==> src/rtl/riscv_pkg.sv <==
// Shared RISC-V pipeline definitions: opcodes, ALUop encodings, control bundle and decoder.
// Latency: none (constants and pure functions only).
// Backpressure: not applicable.
package riscv_pkg;

    localparam int XLEN = 32;

    localparam logic [6:0] OP_R  = 7'b0110011;
    localparam logic [6:0] OP_I  = 7'b0010011;
    localparam logic [6:0] OP_LD = 7'b0000011;
    localparam logic [6:0] OP_ST = 7'b0100011;
    localparam logic [6:0] OP_BR = 7'b1100011;

    localparam logic [1:0] ALUOP_ADD = 2'b00;
    localparam logic [1:0] ALUOP_SUB = 2'b01;
    localparam logic [1:0] ALUOP_R   = 2'b10;
    localparam logic [1:0] ALUOP_I   = 2'b11;

    // Control bundle handed to ID/EX; all-zero is a bubble.
    typedef struct packed {
        logic       reg_write;
        logic       mem_to_reg;
        logic       branch;
        logic       mem_read;
        logic       mem_write;
        logic       alu_src;
        logic [1:0] alu_op;
    } ctrl_t;

    localparam ctrl_t CTRL_NOP = '0;

    // Main control decode; unknown opcodes produce a bubble.
    function automatic ctrl_t decode_ctrl(input logic [6:0] opcode);
        ctrl_t c;
        c = CTRL_NOP;
        case (opcode)
            OP_R: begin
                c.reg_write = 1'b1;
                c.alu_op    = ALUOP_R;
            end
            OP_I: begin
                c.reg_write = 1'b1;
                c.alu_src   = 1'b1;
                c.alu_op    = ALUOP_I;
            end
            OP_LD: begin
                c.reg_write  = 1'b1;
                c.mem_to_reg = 1'b1;
                c.mem_read   = 1'b1;
                c.alu_src    = 1'b1;
                c.alu_op     = ALUOP_ADD;
            end
            OP_ST: begin
                c.mem_write = 1'b1;
                c.alu_src   = 1'b1;
                c.alu_op    = ALUOP_ADD;
            end
            OP_BR: begin
                c.branch = 1'b1;
                c.alu_op = ALUOP_SUB;
            end
            default: c = CTRL_NOP;
        endcase
        return c;
    endfunction

endpackage

==> src/rtl/id_stage_if.sv <==
// Decode-stage bus: IF/ID inputs, hazard/writeback inputs and ID/EX-facing outputs.
// Latency: wires only.
// Backpressure: pc_write_o / if_id_write_o low asks the front end to hold.
interface id_stage_if #(parameter int XLEN = riscv_pkg::XLEN);

    logic [31:0]     instr_i;
    logic [XLEN-1:0] pc_i;
    logic            flush_i;
    logic            ex_MemRead_i;
    logic [4:0]      ex_wr_i;
    logic            wb_RegWrite_i;
    logic [4:0]      wb_wr_i;
    logic [XLEN-1:0] wb_data_i;

    logic            RegWrite_o;
    logic            MemToReg_o;
    logic            Branch_o;
    logic            MemRead_o;
    logic            MemWrite_o;
    logic            ALUsrc_o;
    logic [1:0]      ALUop_o;
    logic [XLEN-1:0] branchAddr_o;
    logic [XLEN-1:0] rd1_o;
    logic [XLEN-1:0] rd2_o;
    logic [XLEN-1:0] imm_o;
    logic [6:0]      funct7_o;
    logic [2:0]      funct3_o;
    logic [4:0]      wr_o;
    logic [4:0]      rs1_o;
    logic [4:0]      rs2_o;
    logic            pc_write_o;
    logic            if_id_write_o;
    logic [31:0]     stall_cnt_o;

    // Pipeline/testbench side.
    modport master (
        output instr_i, pc_i, flush_i, ex_MemRead_i, ex_wr_i,
               wb_RegWrite_i, wb_wr_i, wb_data_i,
        input  RegWrite_o, MemToReg_o, Branch_o, MemRead_o, MemWrite_o, ALUsrc_o,
               ALUop_o, branchAddr_o, rd1_o, rd2_o, imm_o, funct7_o, funct3_o,
               wr_o, rs1_o, rs2_o, pc_write_o, if_id_write_o, stall_cnt_o
    );

    // Decode-stage side.
    modport slave (
        input  instr_i, pc_i, flush_i, ex_MemRead_i, ex_wr_i,
               wb_RegWrite_i, wb_wr_i, wb_data_i,
        output RegWrite_o, MemToReg_o, Branch_o, MemRead_o, MemWrite_o, ALUsrc_o,
               ALUop_o, branchAddr_o, rd1_o, rd2_o, imm_o, funct7_o, funct3_o,
               wr_o, rs1_o, rs2_o, pc_write_o, if_id_write_o, stall_cnt_o
    );

endinterface

==> src/rtl/id_stage_regfile.sv <==
// 2-read/1-write register file, x0 hardwired to zero; optional write-through via ID_WB_BYPASS_EN.
// Latency: reads combinational, writes visible the cycle after the write edge (same cycle with bypass).
// Backpressure: none; the write port is always accepted.
module regfile #(
    parameter int XLEN = riscv_pkg::XLEN,
    parameter int NREG = 32
) (
    input  logic            clk,
    input  logic            rst,
    input  logic [4:0]      ra1_i,
    input  logic [4:0]      ra2_i,
    output logic [XLEN-1:0] rd1_o,
    output logic [XLEN-1:0] rd2_o,
    input  logic            we_i,
    input  logic [4:0]      wa_i,
    input  logic [XLEN-1:0] wd_i
);

    logic [XLEN-1:0] regs_q [NREG];

    // Write port: clear everything on reset, never store into x0.
    always_ff @(posedge clk or posedge rst) begin
        if (rst) begin
            for (int k = 0; k < NREG; k++) begin
                regs_q[k] <= '0;
            end
        end else if (we_i && (wa_i != 5'd0)) begin
            regs_q[wa_i] <= wd_i;
        end
    end

`ifdef ID_WB_BYPASS_EN
    logic byp1;
    logic byp2;

    assign byp1 = we_i && (wa_i != 5'd0) && (wa_i == ra1_i);
    assign byp2 = we_i && (wa_i != 5'd0) && (wa_i == ra2_i);

    // Read ports with write-through so a value written this edge is seen in the same cycle.
    always_comb begin
        rd1_o = '0;
        rd2_o = '0;
        if (ra1_i != 5'd0) rd1_o = byp1 ? wd_i : regs_q[ra1_i];
        if (ra2_i != 5'd0) rd2_o = byp2 ? wd_i : regs_q[ra2_i];
    end
`else
    // Read ports return stored state; a same-cycle write is not visible yet.
    always_comb begin
        rd1_o = '0;
        rd2_o = '0;
        if (ra1_i != 5'd0) rd1_o = regs_q[ra1_i];
        if (ra2_i != 5'd0) rd2_o = regs_q[ra2_i];
    end
`endif

endmodule

==> src/rtl/id_stage.sv <==
// RISC-V decode stage: control decode, immediates, branch target, regfile, load-use hazard, stall count.
// Latency: all outputs combinational except stall_cnt_o (registered); build option ID_WB_BYPASS_EN.
// Backpressure: load-use hazard drops pc_write_o/if_id_write_o for one cycle and emits a bubble.
module id_stage
    import riscv_pkg::*;
#(
    parameter int XLEN = riscv_pkg::XLEN,
    parameter int NREG = 32
) (
    input  logic      clk,
    input  logic      rst,
    id_stage_if.slave bus
);

    logic [31:0]     instr;
    logic [6:0]      opcode;
    logic [4:0]      rs1;
    logic [4:0]      rs2;
    logic [XLEN-1:0] imm_i;
    logic [XLEN-1:0] imm_s;
    logic [XLEN-1:0] imm_b;
    logic [XLEN-1:0] imm;
    ctrl_t           dec_ctrl;
    ctrl_t           out_ctrl;
    logic            uses_rs2;
    logic            hazard;
    logic            stall;
    logic [31:0]     stall_cnt_q;
    logic [31:0]     stall_cnt_d;

    assign instr  = bus.instr_i;
    assign opcode = instr[6:0];
    assign rs1    = instr[19:15];
    assign rs2    = instr[24:20];

    assign imm_i = {{(XLEN-12){instr[31]}}, instr[31:20]};
    assign imm_s = {{(XLEN-12){instr[31]}}, instr[31:25], instr[11:7]};
    assign imm_b = {{(XLEN-12){instr[31]}}, instr[7], instr[30:25], instr[11:8], 1'b0};

    // Immediate selection by format; formats without an immediate give zero.
    always_comb begin
        imm = '0;
        case (opcode)
            OP_I, OP_LD: imm = imm_i;
            OP_ST:       imm = imm_s;
            OP_BR:       imm = imm_b;
            default:     imm = '0;
        endcase
    end

    // Only R, S and B formats actually read rs2; I-type bits [24:20] are immediate.
    assign uses_rs2 = (opcode == OP_R) || (opcode == OP_ST) || (opcode == OP_BR);
    assign hazard   = bus.ex_MemRead_i && (bus.ex_wr_i != 5'd0) &&
                      ((bus.ex_wr_i == rs1) || ((bus.ex_wr_i == rs2) && uses_rs2));
    // A flush squashes this instruction, so any stall it would have caused is moot.
    assign stall    = hazard && !bus.flush_i && !rst;

    assign dec_ctrl = decode_ctrl(opcode);

    // Bubble the controls on hazard, flush or reset.
    always_comb begin
        out_ctrl = dec_ctrl;
        if (hazard || bus.flush_i || rst) out_ctrl = CTRL_NOP;
    end

    regfile #(
        .XLEN (XLEN),
        .NREG (NREG)
    ) u_regfile (
        .clk   (clk),
        .rst   (rst),
        .ra1_i (rs1),
        .ra2_i (rs2),
        .rd1_o (bus.rd1_o),
        .rd2_o (bus.rd2_o),
        .we_i  (bus.wb_RegWrite_i),
        .wa_i  (bus.wb_wr_i),
        .wd_i  (bus.wb_data_i)
    );

    // Stall counter next state; wraps naturally at 2^32.
    always_comb begin
        stall_cnt_d = stall_cnt_q;
        if (stall) stall_cnt_d = stall_cnt_q + 32'd1;
    end

    // Stall counter register.
    always_ff @(posedge clk or posedge rst) begin
        if (rst) begin
            stall_cnt_q <= 32'd0;
        end else begin
            stall_cnt_q <= stall_cnt_d;
        end
    end

    assign bus.RegWrite_o    = out_ctrl.reg_write;
    assign bus.MemToReg_o    = out_ctrl.mem_to_reg;
    assign bus.Branch_o      = out_ctrl.branch;
    assign bus.MemRead_o     = out_ctrl.mem_read;
    assign bus.MemWrite_o    = out_ctrl.mem_write;
    assign bus.ALUsrc_o      = out_ctrl.alu_src;
    assign bus.ALUop_o       = out_ctrl.alu_op;
    assign bus.branchAddr_o  = bus.pc_i + imm_b;
    assign bus.imm_o         = imm;
    assign bus.funct7_o      = instr[31:25];
    assign bus.funct3_o      = instr[14:12];
    assign bus.wr_o          = instr[11:7];
    assign bus.rs1_o         = rs1;
    assign bus.rs2_o         = rs2;
    assign bus.pc_write_o    = !stall;
    assign bus.if_id_write_o = !stall;
    assign bus.stall_cnt_o   = stall_cnt_q;

endmodule
==> src/flat_wrapper.sv <==
// flat-port wrapper written by rule: the top's interface ports become plain ports
module id_stage_flat import riscv_pkg::*;
#(
    parameter int XLEN = riscv_pkg::XLEN,
    parameter int NREG = 32
)
  (clk, rst, bus_instr_i, bus_pc_i, bus_flush_i, bus_ex_MemRead_i, bus_ex_wr_i, bus_wb_RegWrite_i, bus_wb_wr_i, bus_wb_data_i, bus_RegWrite_o, bus_MemToReg_o, bus_Branch_o, bus_MemRead_o, bus_MemWrite_o, bus_ALUsrc_o, bus_ALUop_o, bus_branchAddr_o, bus_rd1_o, bus_rd2_o, bus_imm_o, bus_funct7_o, bus_funct3_o, bus_wr_o, bus_rs1_o, bus_rs2_o, bus_pc_write_o, bus_if_id_write_o, bus_stall_cnt_o);
  id_stage_if #(.XLEN(XLEN)) bus_i ();
  input  logic clk;
  input  logic rst;
  input wire logic [$bits(bus_i.instr_i)-1:0] bus_instr_i;
  input wire logic [$bits(bus_i.pc_i)-1:0] bus_pc_i;
  input wire logic [$bits(bus_i.flush_i)-1:0] bus_flush_i;
  input wire logic [$bits(bus_i.ex_MemRead_i)-1:0] bus_ex_MemRead_i;
  input wire logic [$bits(bus_i.ex_wr_i)-1:0] bus_ex_wr_i;
  input wire logic [$bits(bus_i.wb_RegWrite_i)-1:0] bus_wb_RegWrite_i;
  input wire logic [$bits(bus_i.wb_wr_i)-1:0] bus_wb_wr_i;
  input wire logic [$bits(bus_i.wb_data_i)-1:0] bus_wb_data_i;
  output wire logic [$bits(bus_i.RegWrite_o)-1:0] bus_RegWrite_o;
  output wire logic [$bits(bus_i.MemToReg_o)-1:0] bus_MemToReg_o;
  output wire logic [$bits(bus_i.Branch_o)-1:0] bus_Branch_o;
  output wire logic [$bits(bus_i.MemRead_o)-1:0] bus_MemRead_o;
  output wire logic [$bits(bus_i.MemWrite_o)-1:0] bus_MemWrite_o;
  output wire logic [$bits(bus_i.ALUsrc_o)-1:0] bus_ALUsrc_o;
  output wire logic [$bits(bus_i.ALUop_o)-1:0] bus_ALUop_o;
  output wire logic [$bits(bus_i.branchAddr_o)-1:0] bus_branchAddr_o;
  output wire logic [$bits(bus_i.rd1_o)-1:0] bus_rd1_o;
  output wire logic [$bits(bus_i.rd2_o)-1:0] bus_rd2_o;
  output wire logic [$bits(bus_i.imm_o)-1:0] bus_imm_o;
  output wire logic [$bits(bus_i.funct7_o)-1:0] bus_funct7_o;
  output wire logic [$bits(bus_i.funct3_o)-1:0] bus_funct3_o;
  output wire logic [$bits(bus_i.wr_o)-1:0] bus_wr_o;
  output wire logic [$bits(bus_i.rs1_o)-1:0] bus_rs1_o;
  output wire logic [$bits(bus_i.rs2_o)-1:0] bus_rs2_o;
  output wire logic [$bits(bus_i.pc_write_o)-1:0] bus_pc_write_o;
  output wire logic [$bits(bus_i.if_id_write_o)-1:0] bus_if_id_write_o;
  output wire logic [$bits(bus_i.stall_cnt_o)-1:0] bus_stall_cnt_o;
  assign bus_i.instr_i = bus_instr_i;
  assign bus_i.pc_i = bus_pc_i;
  assign bus_i.flush_i = bus_flush_i;
  assign bus_i.ex_MemRead_i = bus_ex_MemRead_i;
  assign bus_i.ex_wr_i = bus_ex_wr_i;
  assign bus_i.wb_RegWrite_i = bus_wb_RegWrite_i;
  assign bus_i.wb_wr_i = bus_wb_wr_i;
  assign bus_i.wb_data_i = bus_wb_data_i;
  assign bus_RegWrite_o = bus_i.RegWrite_o;
  assign bus_MemToReg_o = bus_i.MemToReg_o;
  assign bus_Branch_o = bus_i.Branch_o;
  assign bus_MemRead_o = bus_i.MemRead_o;
  assign bus_MemWrite_o = bus_i.MemWrite_o;
  assign bus_ALUsrc_o = bus_i.ALUsrc_o;
  assign bus_ALUop_o = bus_i.ALUop_o;
  assign bus_branchAddr_o = bus_i.branchAddr_o;
  assign bus_rd1_o = bus_i.rd1_o;
  assign bus_rd2_o = bus_i.rd2_o;
  assign bus_imm_o = bus_i.imm_o;
  assign bus_funct7_o = bus_i.funct7_o;
  assign bus_funct3_o = bus_i.funct3_o;
  assign bus_wr_o = bus_i.wr_o;
  assign bus_rs1_o = bus_i.rs1_o;
  assign bus_rs2_o = bus_i.rs2_o;
  assign bus_pc_write_o = bus_i.pc_write_o;
  assign bus_if_id_write_o = bus_i.if_id_write_o;
  assign bus_stall_cnt_o = bus_i.stall_cnt_o;
  id_stage #(.XLEN(XLEN), .NREG(NREG)) u_core (.clk(clk), .rst(rst), .bus(bus_i));
endmodule
==> config.mk <==
export PLATFORM = sky130hd
export DESIGN_NAME = id_stage_flat
export DESIGN_NICKNAME = d
export VERILOG_FILES = /design/src/rtl/riscv_pkg.sv /design/src/rtl/id_stage_if.sv /design/src/rtl/id_stage_regfile.sv /design/src/rtl/id_stage.sv /design/src/flat_wrapper.sv
export SDC_FILE = /design/constraint.sdc
export NUM_CORES = 2
export LEC_CHECK = 0
export ABC_AREA = 0
export BUFFER_PORTS_ARGS = -buffer_cell sky130_fd_sc_hd__buf_2
export CORE_MARGIN = 3
export CORE_UTILIZATION = 51
export CTS_CLUSTER_DIAMETER = 100
export DETAILED_ROUTE_END_ITERATION = 8
export PLACE_DENSITY = 0.73
export SYNTH_ARGS = -nofsm -noshare
export SYNTH_HDL_FRONTEND = slang
export SYNTH_SLANG_ARGS = --single-unit
==> constraint.sdc <==
create_clock -name clk -period 70.9 [get_ports clk]
set_clock_uncertainty 0.15 [all_clocks]
set_input_delay 3.545 -clock clk [delete_from_list [all_inputs] [get_ports clk]]
set_output_delay 3.545 -clock clk [all_outputs]
set_load 0.005 [all_outputs]
== Word level (Yosys, flattened, before mapping) ==
Index checks and enable logic that the tools add are counted.
Storage, ports and cells
  memories kept: 0
  input port bits: 111
  flip-flop bits (word level): 1056
  bits in writable memories: 0
  ROM bits: 0
  output and inout port bits: 195
  latch bits: 0
Cells by class
  $mul: 0
  add/sub/neg operators: 2
  multiplexer cells: 19
  shift operators: 0
  bitwise operators: 3
  reductions and logical operators: 22
  equality and inequality tests: 7
  $lt $le $gt $ge: 4
  divide/modulo/power cells: 0
Operators with widths (count)
  $bwmux 1024: 1
  $bmux 32 s5: 2
  $mux 32: 7
  $demux 32 s5: 1
  $pmux 32 s3: 1
  $add 32x1->32 const B: 1
  $add 32x32->32: 1
  $reduce_bool 5->1: 4
  $ge 6x6->1 const B: 3
  $not 5->6: 3
  $eq 7x6->1 const B: 2
  $eq 5x5->1: 2
  $mux 8: 1
  $eq 7x2->1 const B: 1
  $eq 7x5->1 const B: 1
  $eq 7x7->1 const B: 1
  $logic_and 1x1->1: 7
  $lt 6x1->1 const B: 1
  $pmux 2 s3: 1
  $reduce_or 3->1: 2
  $logic_or 1x1->1: 5
  $mux 1: 5
  $logic_not 1->1: 3
  $reduce_or 2->1: 1

== Depth between registers and ports, before layout ==
  depth in word-level cells: 9
  gate-level depth with buffers: 9
  mapped depth without buffers: 9

== Modules after synthesis ==
A second synthesis with hierarchy kept.
Second synthesis, totals
  cell total of the unflattened synthesis: 4097
  area, all modules: 58733.8 µm²
By module, submodules not included
  regfile: area an instance 54773.8 µm², cells an instance 3614, seq. area each 25624.6 µm², times used 1
  id_stage: area an instance 3960.0 µm², cells an instance 483, seq. area each 800.8 µm², times used 1

== Worst setup path after synthesis ==
OpenSTA, ideal clock, no wires.
  path type: input -> output
  start point: input bus_instr_i[15]
  end point: output bus_rd1_o[30]
  arrival: 5862 ps
  setup slack: 61343 ps
  cell stages on the path: 7
  required time: 67205 ps
  buffers on the path: 4
  path through: clkbuf_1 clkbuf_1 buf_1 buf_2 mux4_2 a221oi_1 nor3_1
On the way
  longest elaborated chain between the ends: 5
  elaborated cells on any way between the ends: 6
Ends and longest elaborated chain
  start, declared: RTL line flat_wrapper.sv:11  | input wire logic [$bits(bus_i.instr_i)-1:0] bus_instr_i;
  $not 5->6 (implied by the code): RTL line id_stage_regfile.sv:51  | if (ra1_i != 5'd0) rd1_o = regs_q[ra1_i];
  $bmux 32 s5: RTL line id_stage_regfile.sv:51
  $mux 32 (implied by the code) (2 in a row): RTL line id_stage_regfile.sv:51
  $mux 32 *: RTL line id_stage_regfile.sv:51
  end, declared: RTL line flat_wrapper.sv:27  | output wire logic [$bits(bus_i.rd1_o)-1:0] bus_rd1_o;
Mark *: on every way between the ends. The rest lies on a longest branch, timed or not. The select of a mux whose other input is x is not followed.

== Worst setup path in the final report ==
  start point: input bus_instr_i[15]
  end point: output bus_rd1_o[18]
The elaborated chain is that of the path after synthesis.

==> impl_metrics.env <==
export IMPL_via_count=36800
export IMPL_fillerInstances=8674
export IMPL_insertion_delay_ns=0.69
export IMPL_fin_tns_setup_ns=0
export IMPL_post_synth_main_area_contributors="dfrtp_1 46%, mux4_2 22%, mux2_2 20%, mux2i_1 2.0%, clkbuf_1 1.9%"
export IMPL_die_height_um=342
export IMPL_clk_pin_slew_ns=0.06
export IMPL_path_common_cell="buf_4"
export IMPL_detail_route_vias_per_cell=6.78
export IMPL_first_pass_grt_wire_length_um=252000
export IMPL_route_detailed_drc=0
export IMPL_place_detailed_hpwl_um=92700
export IMPL_routed_wire_length_per_instance_um=31.3
export IMPL_grt_start_max_net_pins=180
export IMPL_post_route_cells_drive_above_1_share=0.552
export IMPL_critical_path_start_end_classification="input port to primary output"
export IMPL_synth_warning_count=0
export IMPL_io_pins=306
export IMPL_power_density_nw_per_um2=27.4
export IMPL_mapped_cells=3827
export IMPL_post_cts_sizing_count=0
export IMPL_critical_path_peak_fanout=75
export IMPL_multi_input_comb_area_um2=29600
export IMPL_cts_tree="yes"
export IMPL_layout_core_utilization=0.570
export IMPL_final_min_clock_period_ns=11.71
export IMPL_cpMaxStageDelayCell="buf_4"
export IMPL_grt_setup_unrepaired="no"
export IMPL_synth_fp_nets=3970
export IMPL_max_clock_freq_mhz=85.4
export IMPL_hold_viol_final=0
export IMPL_finalNetCount=3982
export IMPL_flow_area_growth_from_synthesis_pct=10.1
export IMPL_slew_headroom=0.191
export IMPL_cts_sink_count=1056
export IMPL_cp_start_kind="input port"
export IMPL_slew_viol_final=0
export IMPL_path_cells="buf_8 -> buf_4 -> buf_4 -> buf_4 -> mux4_2 -> mux4_2 -> nor2_1 -> nor3_1 -> buf_2"
export IMPL_vdd_drop_max_v=0.0000198
export IMPL_place_area_um2=60000
export IMPL_syn_cell_area_um2=57700
export IMPL_globalRouteOverflowTotal=0
export IMPL_arrival_ns=8.02
export IMPL_synth_largest_area_cell="dfrtp_1"
export IMPL_worst_pin_slew_ns=1.21
export IMPL_cp_num_buf_inv=5
export IMPL_power_leakage_nw=28.0
export IMPL_cts_path_max_buffers=3
export IMPL_fp_coreArea_um2=111000
export IMPL_grt_usage=0.291
export IMPL_synth_top_area_share=0.458
export IMPL_numPortBuffers=297
export IMPL_ff_latch_area_um2=26400
export IMPL_synth_edff_count=0
export IMPL_timing_final_setup_violations=0
export IMPL_cts_post_setup_buffers_inserted=0
export IMPL_cap_viol_max_count=0
export IMPL_fp_dieW_um=342
export IMPL_cp_slowest_stage_delay_ns=0.84
export IMPL_dp_cells=5217
export IMPL_cp_end_kind="primary output"
export IMPL_crit_family="buffers and inverters"
export IMPL_postRouteAntennaNets=0
export IMPL_synth_cell_type_count=66
export IMPL_ys_seq_elements=1056
export IMPL_postSynth_topFlopCell="dfrtp_1"
export IMPL_aggregate_routed_wire_length_um=169000
export IMPL_holdCritPathClass="flop to flop"
export IMPL_cts_hold_buffers_added=0
export IMPL_finalCritPeriodShare=0.165
export IMPL_htreeDepth=3
export IMPL_rows=122
export IMPL_synth_yosys_seq_area_share=0.458
export IMPL_cts_buffers=108
export IMPL_detailedRoute_firstPassIterationCount=7
export IMPL_worst_ep_required_time_ns=67.21
export IMPL_finish_cell_count_without_fillers=5420
export IMPL_run_status="complete, no violations"
export IMPL_synth_area_per_cell_um2=15.1
export IMPL_antenna_found_initial=18
export IMPL_start_util=0.518
export IMPL_drt_iter0_markers=3420
export IMPL_synth_async_sr_flop_share=1.00
export IMPL_via_count_of_the_first_global_routing_pass=37200
export IMPL_cts_root_buf="clkbuf_16"
export IMPL_area_of_all_placed_cells_without_fillers_um2=63600
export IMPL_globalplace_congestion=0.834
export IMPL_die_outline_area_um2=117000
registers in the layout, summed over array words and instances (netlist names):
name and cells:
u_core.u_regfile.regs_q 1024, u_core.bus.stall_cnt_o 32
stage by stage:
step                setup WS (ns)  hold slack, ns  total power, mW
finish                      59.19           0.248             1.74
global route                58.76           0.255             1.82
CTS                         59.01           0.247             1.75
detailed placement          59.02           0.234             1.17
global placement            59.05           0.227             1.16
floorplan                   37.48           0.291             1.07
metal layers:
metal,share of wire,track usage
met4,0.032,0.0948
met5,0.00038,0
met3,0.087,0.0612
met1,0.41,0.407
met2,0.47,0.459
logic make-up (layout without fill, tap and decap cells):
family | after synthesis | count (layout) | share of synthesized area
adder cells (fa/ha/maj) | 32 | 32 | 0.00706
AO/OA/AOI/OAI | 199 | 199 | 0.0248
flip-flops | 1056 | 1056 | 0.458
multiplexers | 1709 | 1709 | 0.441
buffers and inverters | 474 | 573 | 0.0342
AND/OR/NAND/NOR | 292 | 292 | 0.0251
other | 0 | 6 | 0
XOR/XNOR | 65 | 65 | 0.00986
area by class of cell:
class                      count  share of cell area
sequential                  1056               0.416
tap                         1488              0.0293
antenna                        6            0.000236
clock inverter                29             0.00514
multi-input combinational   2297               0.465
inverter                      22             0.00142
timing repair buffer         354              0.0324
clock buffer                 168              0.0506
worst reg2reg max path: stages, from the launching register on:
cell	delay [ns]
dfrtp_1	0.45
nand4_1	0.44
nor4_1	0.72
and4_1	0.31
and3_1	0.29
nand4_1	0.16
nor3_1	0.24
xor2_1	0.17
Yosys cell counts, types with 21 or more instances:
master	number
dfrtp_1	1056
buf_4	47
inv_1	21
a221oi_1	27
xor2_1	35
nand2_1	61
xnor2_1	30
nor2_1	97
buf_1	99
mux2i_1	113
nand3_1	21
mux2_2	1030
ha_1	31
a21oi_1	44
clkbuf_1	290
nor3_1	39
mux4_2	566
cells in the final DEF, fill, tap and decap left out, types with 6 or more instances in the layout:
cell,netlist,final
a211oi_1,11,11
clkinv_2,0,12
clkbuf_1,290,32
o221ai_1,20,20
o22ai_1,18,18
mux4_2,566,566
o21ai_0,16,16
diode_2,0,6
clkbuf_8,0,27
and3_1,9,9
ha_1,31,31
a21oi_1,44,44
a221oi_1,27,27
a21o_1,15,15
a211o_1,12,12
nor3_1,39,38
nor2b_1,11,10
mux2_2,1030,1030
nand4_1,10,10
buf_4,47,55
buf_12,0,7
xnor2_1,30,30
clkbuf_16,0,109
buf_2,16,287
nor2_1,97,80
mux2i_1,113,113
nand3_1,21,21
dfrtp_1,1056,1056
nand2_1,61,45
a31oi_1,6,6
inv_1,21,20
nor2_4,0,17
xor2_1,35,35
nand2_4,0,11
where the power goes:
| group | switching, mW | internal, mW | total [mW] | leakage, nW |
|---|---|---|---|---|
| Sequential | 0.0801 | 0.714 | 0.794 | 13.6 |
| Clock | 0.244 | 0.329 | 0.574 | 1.74 |
| Combinational | 0.146 | 0.228 | 0.375 | 12.7 |
| Total | 0.470 | 1.27 | 1.74 | 28.0 |
worst paths after layout:
check                                                               start                                        end  slack (ns)  cells past startpoint
worst min-delay path            u_core.u_regfile.regs_q[1008]$_DFFE_PP0P_  u_core.u_regfile.regs_q[1008]$_DFFE_PP0P_        0.25                      0
max in group asynchronous                                             rst   u_core.u_regfile.regs_q[717]$_DFFE_PP0P_       65.42                      4
worst min register to register  u_core.u_regfile.regs_q[1008]$_DFFE_PP0P_  u_core.u_regfile.regs_q[1008]$_DFFE_PP0P_        0.25                      0
min in group asynchronous                                             rst      u_core.bus.stall_cnt_o[0]$_DFFE_PP0P_        2.85                      2
worst max-delay path                                      bus_instr_i[15]                              bus_rd1_o[18]       59.19                      9
worst max register to register      u_core.bus.stall_cnt_o[7]$_DFFE_PP0P_     u_core.bus.stall_cnt_o[31]$_DFFE_PP0P_       67.90                      7
Power figures use the tool's default switching activity.
